[src/rtl/mux2_arbiter.sv]
// Round-robin arbiter sharing one 8-bit 2:1 byte mux between two bursting requesters.
// Optional idle-owner forced release is built only when ARB_TIMEOUT_EN is defined.
module mux2_arbiter #(
  parameter int unsigned P_TIMEOUT = 15
) (
  input  logic       iCLOCK,
  input  logic       inRESET,
  input  logic       iVALID0,
  input  logic [7:0] iDATA0,
  input  logic       iLAST0,
  output logic       oREADY0,
  input  logic       iVALID1,
  input  logic [7:0] iDATA1,
  input  logic       iLAST1,
  output logic       oREADY1,
  output logic       oVALID,
  output logic [7:0] oDATA,
  output logic       oLAST,
  input  logic       iREADY,
  output logic       oSELECT,
  output logic       oBUSY,
  output logic       oTIMEOUT
);

  localparam logic [1:0] StIdle = 2'd0;
  localparam logic [1:0] StOwn0 = 2'd1;
  localparam logic [1:0] StOwn1 = 2'd2;

  logic [1:0] stateQ, stateD;
  logic       selectQ, selectD;
  logic       lastOwnerQ, lastOwnerD;
  logic       own0, own1, ownerValid, lastXfer, forceRelease, grantDone;

  assign own0       = (stateQ == StOwn0);
  assign own1       = (stateQ == StOwn1);
  assign ownerValid = (own0 & iVALID0) | (own1 & iVALID1);
  assign lastXfer   = iREADY & ((own0 & iVALID0 & iLAST0) | (own1 & iVALID1 & iLAST1));
  assign grantDone  = lastXfer | forceRelease;

`ifdef ARB_TIMEOUT_EN
  logic [7:0] cntQ, cntD;

  // Release on the idle cycle that brings the count up to P_TIMEOUT.
  assign forceRelease = (own0 | own1) & ~ownerValid & (cntQ == 8'(P_TIMEOUT - 1));

  always_comb begin
    cntD = cntQ + 8'd1;
    if ((stateD != stateQ) || ownerValid || !(own0 | own1)) begin
      cntD = 8'd0;
    end
  end

  always_ff @(posedge iCLOCK or negedge inRESET) begin
    if (!inRESET) begin
      cntQ <= 8'd0;
    end else begin
      cntQ <= cntD;
    end
  end
`else
  logic unusedTimeout;

  assign forceRelease  = 1'b0;
  assign unusedTimeout = (P_TIMEOUT != 0);
`endif

  always_comb begin
    stateD     = stateQ;
    selectD    = selectQ;
    lastOwnerD = lastOwnerQ;
    case (stateQ)
      StIdle: begin
        // lastOwnerQ==1 means requester 0 has priority on a tie.
        if (iVALID0 && (!iVALID1 || lastOwnerQ)) begin
          stateD  = StOwn0;
          selectD = 1'b0;
        end else if (iVALID1) begin
          stateD  = StOwn1;
          selectD = 1'b1;
        end
      end
      StOwn0: begin
        if (grantDone) begin
          lastOwnerD = 1'b0;
          if (iVALID1) begin
            stateD  = StOwn1;
            selectD = 1'b1;
          end else begin
            stateD = StIdle;
          end
        end
      end
      StOwn1: begin
        if (grantDone) begin
          lastOwnerD = 1'b1;
          if (iVALID0) begin
            stateD  = StOwn0;
            selectD = 1'b0;
          end else begin
            stateD = StIdle;
          end
        end
      end
      default: stateD = StIdle;
    endcase
  end

  always_ff @(posedge iCLOCK or negedge inRESET) begin
    if (!inRESET) begin
      stateQ     <= StIdle;
      selectQ    <= 1'b0;
      lastOwnerQ <= 1'b1;
    end else begin
      stateQ     <= stateD;
      selectQ    <= selectD;
      lastOwnerQ <= lastOwnerD;
    end
  end

  assign oDATA    = selectQ ? iDATA1 : iDATA0;
  assign oLAST    = selectQ ? iLAST1 : iLAST0;
  assign oVALID   = ownerValid;
  assign oREADY0  = own0 & iREADY;
  assign oREADY1  = own1 & iREADY;
  assign oSELECT  = selectQ;
  assign oBUSY    = (stateQ != StIdle);
  assign oTIMEOUT = forceRelease;

endmodule

[config.mk]
export PLATFORM = sky130hd
export DESIGN_NAME = mux2_arbiter
export DESIGN_NICKNAME = d
export VERILOG_FILES = /design/src/rtl/mux2_arbiter.sv
export SDC_FILE = /design/constraint.sdc
export NUM_CORES = 1
export LEC_CHECK = 0
export CORE_UTILIZATION = 29
export CTS_CLUSTER_DIAMETER = 50
export CTS_CLUSTER_SIZE = 16
export DETAILED_ROUTE_END_ITERATION = 10
export GPL_TIMING_DRIVEN = 0
export PLACE_DENSITY = 0.75
export SLEW_MARGIN = 25
export SYNTH_ARGS = -nofsm -noshare
export SYNTH_HDL_FRONTEND = slang
export SYNTH_SLANG_ARGS = --single-unit
[constraint.sdc]
create_clock -name iCLOCK -period 1.7 [get_ports iCLOCK]
set_clock_uncertainty 0.15 [all_clocks]
set_input_delay 0.34 -clock iCLOCK [delete_from_list [all_inputs] [get_ports iCLOCK]]
set_output_delay 0.34 -clock iCLOCK [all_outputs]
set_load 0.02 [all_outputs]
* Word level (Yosys, flattened, before mapping)
Cells that the tools add are included.
** Word-level totals
- Register bits :: 4
- Bits in latches :: 0
- Bits in writable memories :: 0
- Memory bits (read-only) :: 0
- Input bits :: 23
- Word-level logic and storage cells :: 46
- Memories kept :: 0
** Cells by class
- Add/sub/neg operators :: 0
- $mul :: 0
- Divide/modulo/power cells :: 0
- Magnitude comparators :: 0
- Equality and inequality tests :: 6
- Shift operators :: 0
- Muxes and demuxes :: 18
- Bitwise logic cells :: 9
- Reduce and logical (&&, ||, !) cells :: 10
** Operator list (count)
- 2-to-1 mux 2 bit :: 5
- 2-to-1 mux 1 bit :: 9
- 2-to-1 mux 8 bit :: 1
- bitwise AND 1 bit :: 7
- case mux 2 bit (3 select lines) :: 1
- AND reduction 3 bit :: 2
- inequality test 2 x 1 -> 1 bit, second input constant :: 2
- AND reduction 4 bit :: 1
- nonzero test 2 bit :: 2
- inequality test 3 bit, second input constant :: 1
- case mux 1 bit (3 select lines) :: 1
- nonzero test 3 bit :: 1
- equality test 2 x 1 -> 1 bit, second input constant :: 1
- equality test 2 bit, second input constant :: 1
- logical NOT 2 bit :: 1
- inequality test 2 bit, second input constant :: 1
- OR 1 bit :: 2
- case mux 1 bit (2 select lines) :: 1
- logical AND 1 bit :: 1
- logical NOT 1 bit :: 1
- logical OR 1 bit :: 1

* Longest topological paths before layout
Gate-level depths: netlist (run 1).
- Word-level depth :: 7
- Depth in mapped cells :: 5
- Gate-level depth less buffers :: 5

* Least setup slack after synthesis (run 1)
OpenSTA, ideal clock, no wires.
- Path kind :: register to register
- Start :: register stateQ[1]
- End :: register selectQ, in the netlist oSELECT
- Library setup time :: 126 ps
- Arrival time :: 1398 ps
- Data required time :: 1424 ps
- Setup slack :: 26 ps
- Stages on the path, launching flop included :: 6
- Path buffers :: 0
- Path through :: dfrtp_1 > inv_1 > ha_1 > or2_1 > and3_4 > o32a_1
** Between the ends
- Word-level cells in the longest chain between the ends :: 7
- Elaborated cells between the ends (all ways) :: 15
- Those cells by class :: eq/ne (5); mux (1); bitwise (6); reduce/logical (3)
** Ends and longest elaborated chain
- start: declaration :: RTL line 29 : logic [1:0] stateQ, stateD;
- start signal: assignment :: RTL line 110 : stateQ <= StIdle;
- start signal: assignment :: RTL line 114 : stateQ <= stateD;
- equality test 2 x 1 -> 1 bit / equality test 2 bit (equally long branches) :: RTL line 34, 71, 35
- bitwise AND 1 bit (2 in series) :: RTL line 37 : assign lastXfer = iREADY & ((own0 & iVALID0 & iLAST0) | (own1 & iVALID1 & iLAST1));
- OR 1 bit :: RTL line 37
- bitwise AND 1 bit :: RTL line 37
- inequality test 2 x 1 -> 1 bit (no source line)
- AND reduction 4 bit (no source line)
- end signal: assignment :: RTL line 115 : selectQ <= selectD;
- end: declaration :: RTL line 30 : logic selectQ, selectD;
Several ways; a longest one is shown, not always the timed one.
A chain may end at the register's enable or synchronous reset.

* Worst setup path in the final report (run 1)
Ends and elaborated chain as after synthesis.

==> flow_summary_export.csv, run 1 <==
group,metric,value,unit
outcome,outcome,"complete, but fails checks",
cells_and_area,post_route_standard_cell_area_excluding_fillers,1100,µm²
global_routing,grt_first_pass_wirelength,2.53,mm
place,place_congestion,0.865,
synth,avgSynthCellArea,9.58,µm²
power,power_density,1600,nW/µm²
synth,warnings_synthesis,0,
setup_path,required,1650,ps
synth,synth_cell_type_count,30,
drt,drt_iter0_drc,16,
synth,yosys_top_cell_by_area,"sky130_fd_sc_hd__mux2_2",
setup_path,cp_data_arrival_time,1740,ps
sta,final.period_utilization,105,%
global_routing,grt.met1_usage,19.2,%
power,p_switching,700,µW
floorplanning,top_level_ports,38,
synth,post_synth_xor_area_fraction,0,%
synth,post_synth_inst_count,50,
power,p_comb_share,81.9,%
synth,main_combinational_cell_family_by_area_after_synthesis,"multiplexers",
synth,post_synthesis_sequential_element_count,4,
synth,synthAdderAreaFrac,10.4,%
clock_tree,maximum_buffer_depth_of_the_clock_tree,2,
clock_tree,cts_root_buf,"sky130_fd_sc_hd__clkbuf_4",
setup_path,worst_setup_path_endpoint,"oSELECT",
sta,layout_setup_ws,-89.1,ps
drt,wirelength,1.66,mm
drt,routedWlPerCell,14.5,µm
sta,hold_viol_final,0,
setup_path,rr_startpoint,"stateQ[1]",
power,p_int,1.06,mW
power,sequential_group_share_of_total_power,11.0,%
sta,rsz0062_at_grt,"yes",
floorplanning,floorplan.initialDensity,31.4,%
place,postPlaceCellArea,860,µm²
clock_tree,ctsHoldBuffers,0,
sta,setup_failing_eps_final,12,
power,design_power_total,1.76,mW
synth,area_share_of_the_largest_cell_type_after_synthesis,21.1,%
drt,detail_route.first_pass.iterations,4,
global_routing,globalRouteMet2Util,31.5,%
floorplanning,chipWidth,42.7,µm
setup_path,crit_path_max_fanout,5,
clock_tree,cts_buf_count,3,
setup_path,reg2reg_setup_slack,-90,ps
floorplanning,core_region_area,1520,µm²
setup_path,crit_start,"stateQ[1]",
power,switching_share,39.8,%
cells_and_area,diodes,0,
place,dp_hpwl,1.10,mm
global_routing,antenna_found_initial,0,
sta,slew_violations,0,
clock_tree,insertion_delay,230,ps
worst_hold_path,worstHoldPathType,"in -> async",
setup_path,reg2reg_depth,5,
clock_tree,clkTransAtPathRegs,40,ps
synth,synth_compound_area_share,19.8,%
cells_and_area,area_delta_synth_final,130,%
setup_path,crit_path_end_kind,"flop",
drt,post-route-drc-count,0,
cells_and_area,fin_nets,127,
drt,drt-vias-per-instance,5.37,
global_routing,busiest_layer,"met2",
clock_tree,cts_htree_levels,1,
synth,mappedNetlistArea,479,µm²
global_routing,use_met3,5.53,%
sta,max_freq,0.559,GHz
synth,yosys-top-cells-area,"sky130_fd_sc_hd__mux2_2 (21%), sky130_fd_sc_hd__dfrtp_1 (16%), sky130_fd_sc_hd__ha_1 (10%), sky130_fd_sc_hd__dfstp_2 (5.5%), sky130_fd_sc_hd__o32ai_1 (3.7%)",
cells_and_area,final.fill_count,123,
cells_and_area,layout-drive-gt1-share,52.5,%
clock_tree,tritoncts,"yes",
setup_path,critPathLaunchType,"flop",
synth,synthSimpleGateAreaFrac,20.9,%
floorplanning,core.rowCount,14,
power,p_leak,0.495,nW
global_routing,grt_overflow_total,0,
place,io_buffer_count,36,
setup_path,timing.setup.critical_path_class,"reg -> reg",
drt,route.antenna.remaining_nets,0,
drt,num_vias,617,
synth,yosys-mux-area-fraction,21.1,%
cells_and_area,ff_latch_area,101,µm²
job,cap_viol_max_count,0,
setup_path,timing.rr.end,"oSELECT",
floorplanning,design.die.area,1820,µm²
outcome,failed_checks,"negative setup slack",
global_routing,grt_util_all_layers,18.2,%
global_routing,largest_net_degree_at_the_start_of_global_routing,8,
power,pwr-share-clk,7.1,%
power,irDropWorstVdd,1.09,mV
floorplanning,height_of_the_chip,42.7,µm
cells_and_area,area_used_by_multi_input_combinational_logic,459,µm²
clock_tree,clock_sinks,4,
sta,finalCriticalPeriod,1790,ps
synth,mappedNetlistNets,77,
global_routing,first_global_vias,592,
synth,synth_sequential_area_ratio,21.1,%
[layer usage]
layer / vias to the layer above / wire length (µm)
li1: 282 / -
met1: 282 / 650
met2: 47 / 801
met3: 6 / 186
met4: 0 / 25
met5: - / 0
[what timing repair did]
item / in CTS / in global routing
gates resized for setup: 102 / 7
endpoints found under the setup margin: 16 / 15
hold endpoints to repair: 0 / 0
cloned: 1 / 0
buffers inserted: 3 / 5
pin swaps: 1 / 1
[critical path: stages, from the launching register on]
cell	delay (ps)
sky130_fd_sc_hd__dfrtp_1	410
sky130_fd_sc_hd__buf_6	140
sky130_fd_sc_hd__ha_4	170
sky130_fd_sc_hd__or2_4	250
sky130_fd_sc_hd__and3_4	210
sky130_fd_sc_hd__o32a_1	330
[cells by family (layout without fill, tap and decap cells)]
group | Yosys count | count (layout)
simple gates | 14 | 14
buf+inv | 6 | 55
flops | 4 | 4
other cells | 1 | 1
compound gates | 12 | 12
mux | 9 | 9
fa+ha+maj | 4 | 4
[registers in the layout (all words and copies together), names as in the netlist]
| register | count |
|---|---|
| stateQ | 2 |
| lastOwnerQ | 1 |
| oSELECT | 1 |
[worst min-delay path by stage]
| stage | end | slack, ps |
|---|---|---|
| finish | stateQ[0] | 150 |
| detailed placement | lastOwnerQ | 390 |
| global route | stateQ[0] | 160 |
| global placement | lastOwnerQ | 390 |
| CTS | stateQ[0] | 150 |
| floorplan | oSELECT | -110 |
[layout by cell type (no fill, tap or decap), drive strengths merged, types with 2 or more instances in the layout]
| cell type | synthesis | routed |
|---|---|---|
| a21oi | 3 | 3 |
| nand4 | 2 | 2 |
| dlygate4sd2 | 0 | 2 |
| mux2 | 9 | 9 |
| o32ai | 2 | 2 |
| buf | 2 | 24 |
| inv | 4 | 4 |
| dfrtp | 3 | 3 |
| clkbuf | 0 | 4 |
| ha | 4 | 4 |
| and2 | 2 | 2 |
| nand2b | 3 | 3 |
| clkdlybuf4s50 | 0 | 21 |
[synthesized netlist by cell type]
cell and instances:
sky130_fd_sc_hd__and2_2 1, sky130_fd_sc_hd__nor2b_1 1, sky130_fd_sc_hd__buf_4 1, sky130_fd_sc_hd__ha_1 4, sky130_fd_sc_hd__and3_4 1, sky130_fd_sc_hd__nand2_1 1, sky130_fd_sc_hd__nand2b_2 1, sky130_fd_sc_hd__dfrtp_1 3
sky130_fd_sc_hd__o32a_1 1, sky130_fd_sc_hd__a211o_1 1, sky130_fd_sc_hd__a21oi_1 3, sky130_fd_sc_hd__inv_1 4, sky130_fd_sc_hd__buf_2 1, sky130_fd_sc_hd__conb_1 1, sky130_fd_sc_hd__a22o_2 1, sky130_fd_sc_hd__nand4_1 1
sky130_fd_sc_hd__o32ai_1 2, sky130_fd_sc_hd__and2b_1 1, sky130_fd_sc_hd__a311oi_1 1, sky130_fd_sc_hd__nor2_1 1, sky130_fd_sc_hd__o21a_1 1, sky130_fd_sc_hd__mux2_2 9, sky130_fd_sc_hd__a32oi_1 1, sky130_fd_sc_hd__dfstp_2 1
sky130_fd_sc_hd__and2_1 1, sky130_fd_sc_hd__or2b_1 1, sky130_fd_sc_hd__a2bb2oi_1 1, sky130_fd_sc_hd__nand2b_1 2, sky130_fd_sc_hd__or2_1 1, sky130_fd_sc_hd__nand4_2 1
[power groups by stage]
stage               clock, mW  sequential (mW)  combinational, mW
finish                  0.126            0.193               1.44
floorplan                   0            0.184              0.609
global route            0.141            0.198               1.50
detailed placement          0            0.173              0.975
CTS                     0.132            0.191               1.25
global placement            0            0.172              0.958
[layout make-up]
cell class / count / area share (%)
timing repair buffer: 45 / 41.9
multi-input combinational: 40 / 41.7
sequential: 4 / 9.19
clock buffer: 4 / 2.38
tap: 16 / 1.82
buffer: 2 / 1.70
inverter: 4 / 1.36
[metrics by stage]
| step | setup slack [ps] | hold WS, ps | TNS (ps) | std cells | utilization (%) |
|---|---|---|---|---|---|
| finish | -89.1 | 154 | -414 | 115 | 72.3 |
| global route | -118 | 164 | -961 | 115 | 72.3 |
| CTS | -66.6 | 152 | -351 | 110 | 67.2 |
| detailed placement | -525 | 393 | -5340 | 102 | 56.4 |
| global placement | -526 | 395 | -5140 | 102 | 56.4 |
| floorplan | 26.3 | -106 | 0 | 50 | - |
Power figures use the tool's default switching activity.
==> run 2: changes to the inputs <==
Settings changed: ABC_CLOCK_PERIOD_IN_PS set to 1700.
==> results of run 2 <==
The final DEF is identical to that of run 1; final timing and power are the same.
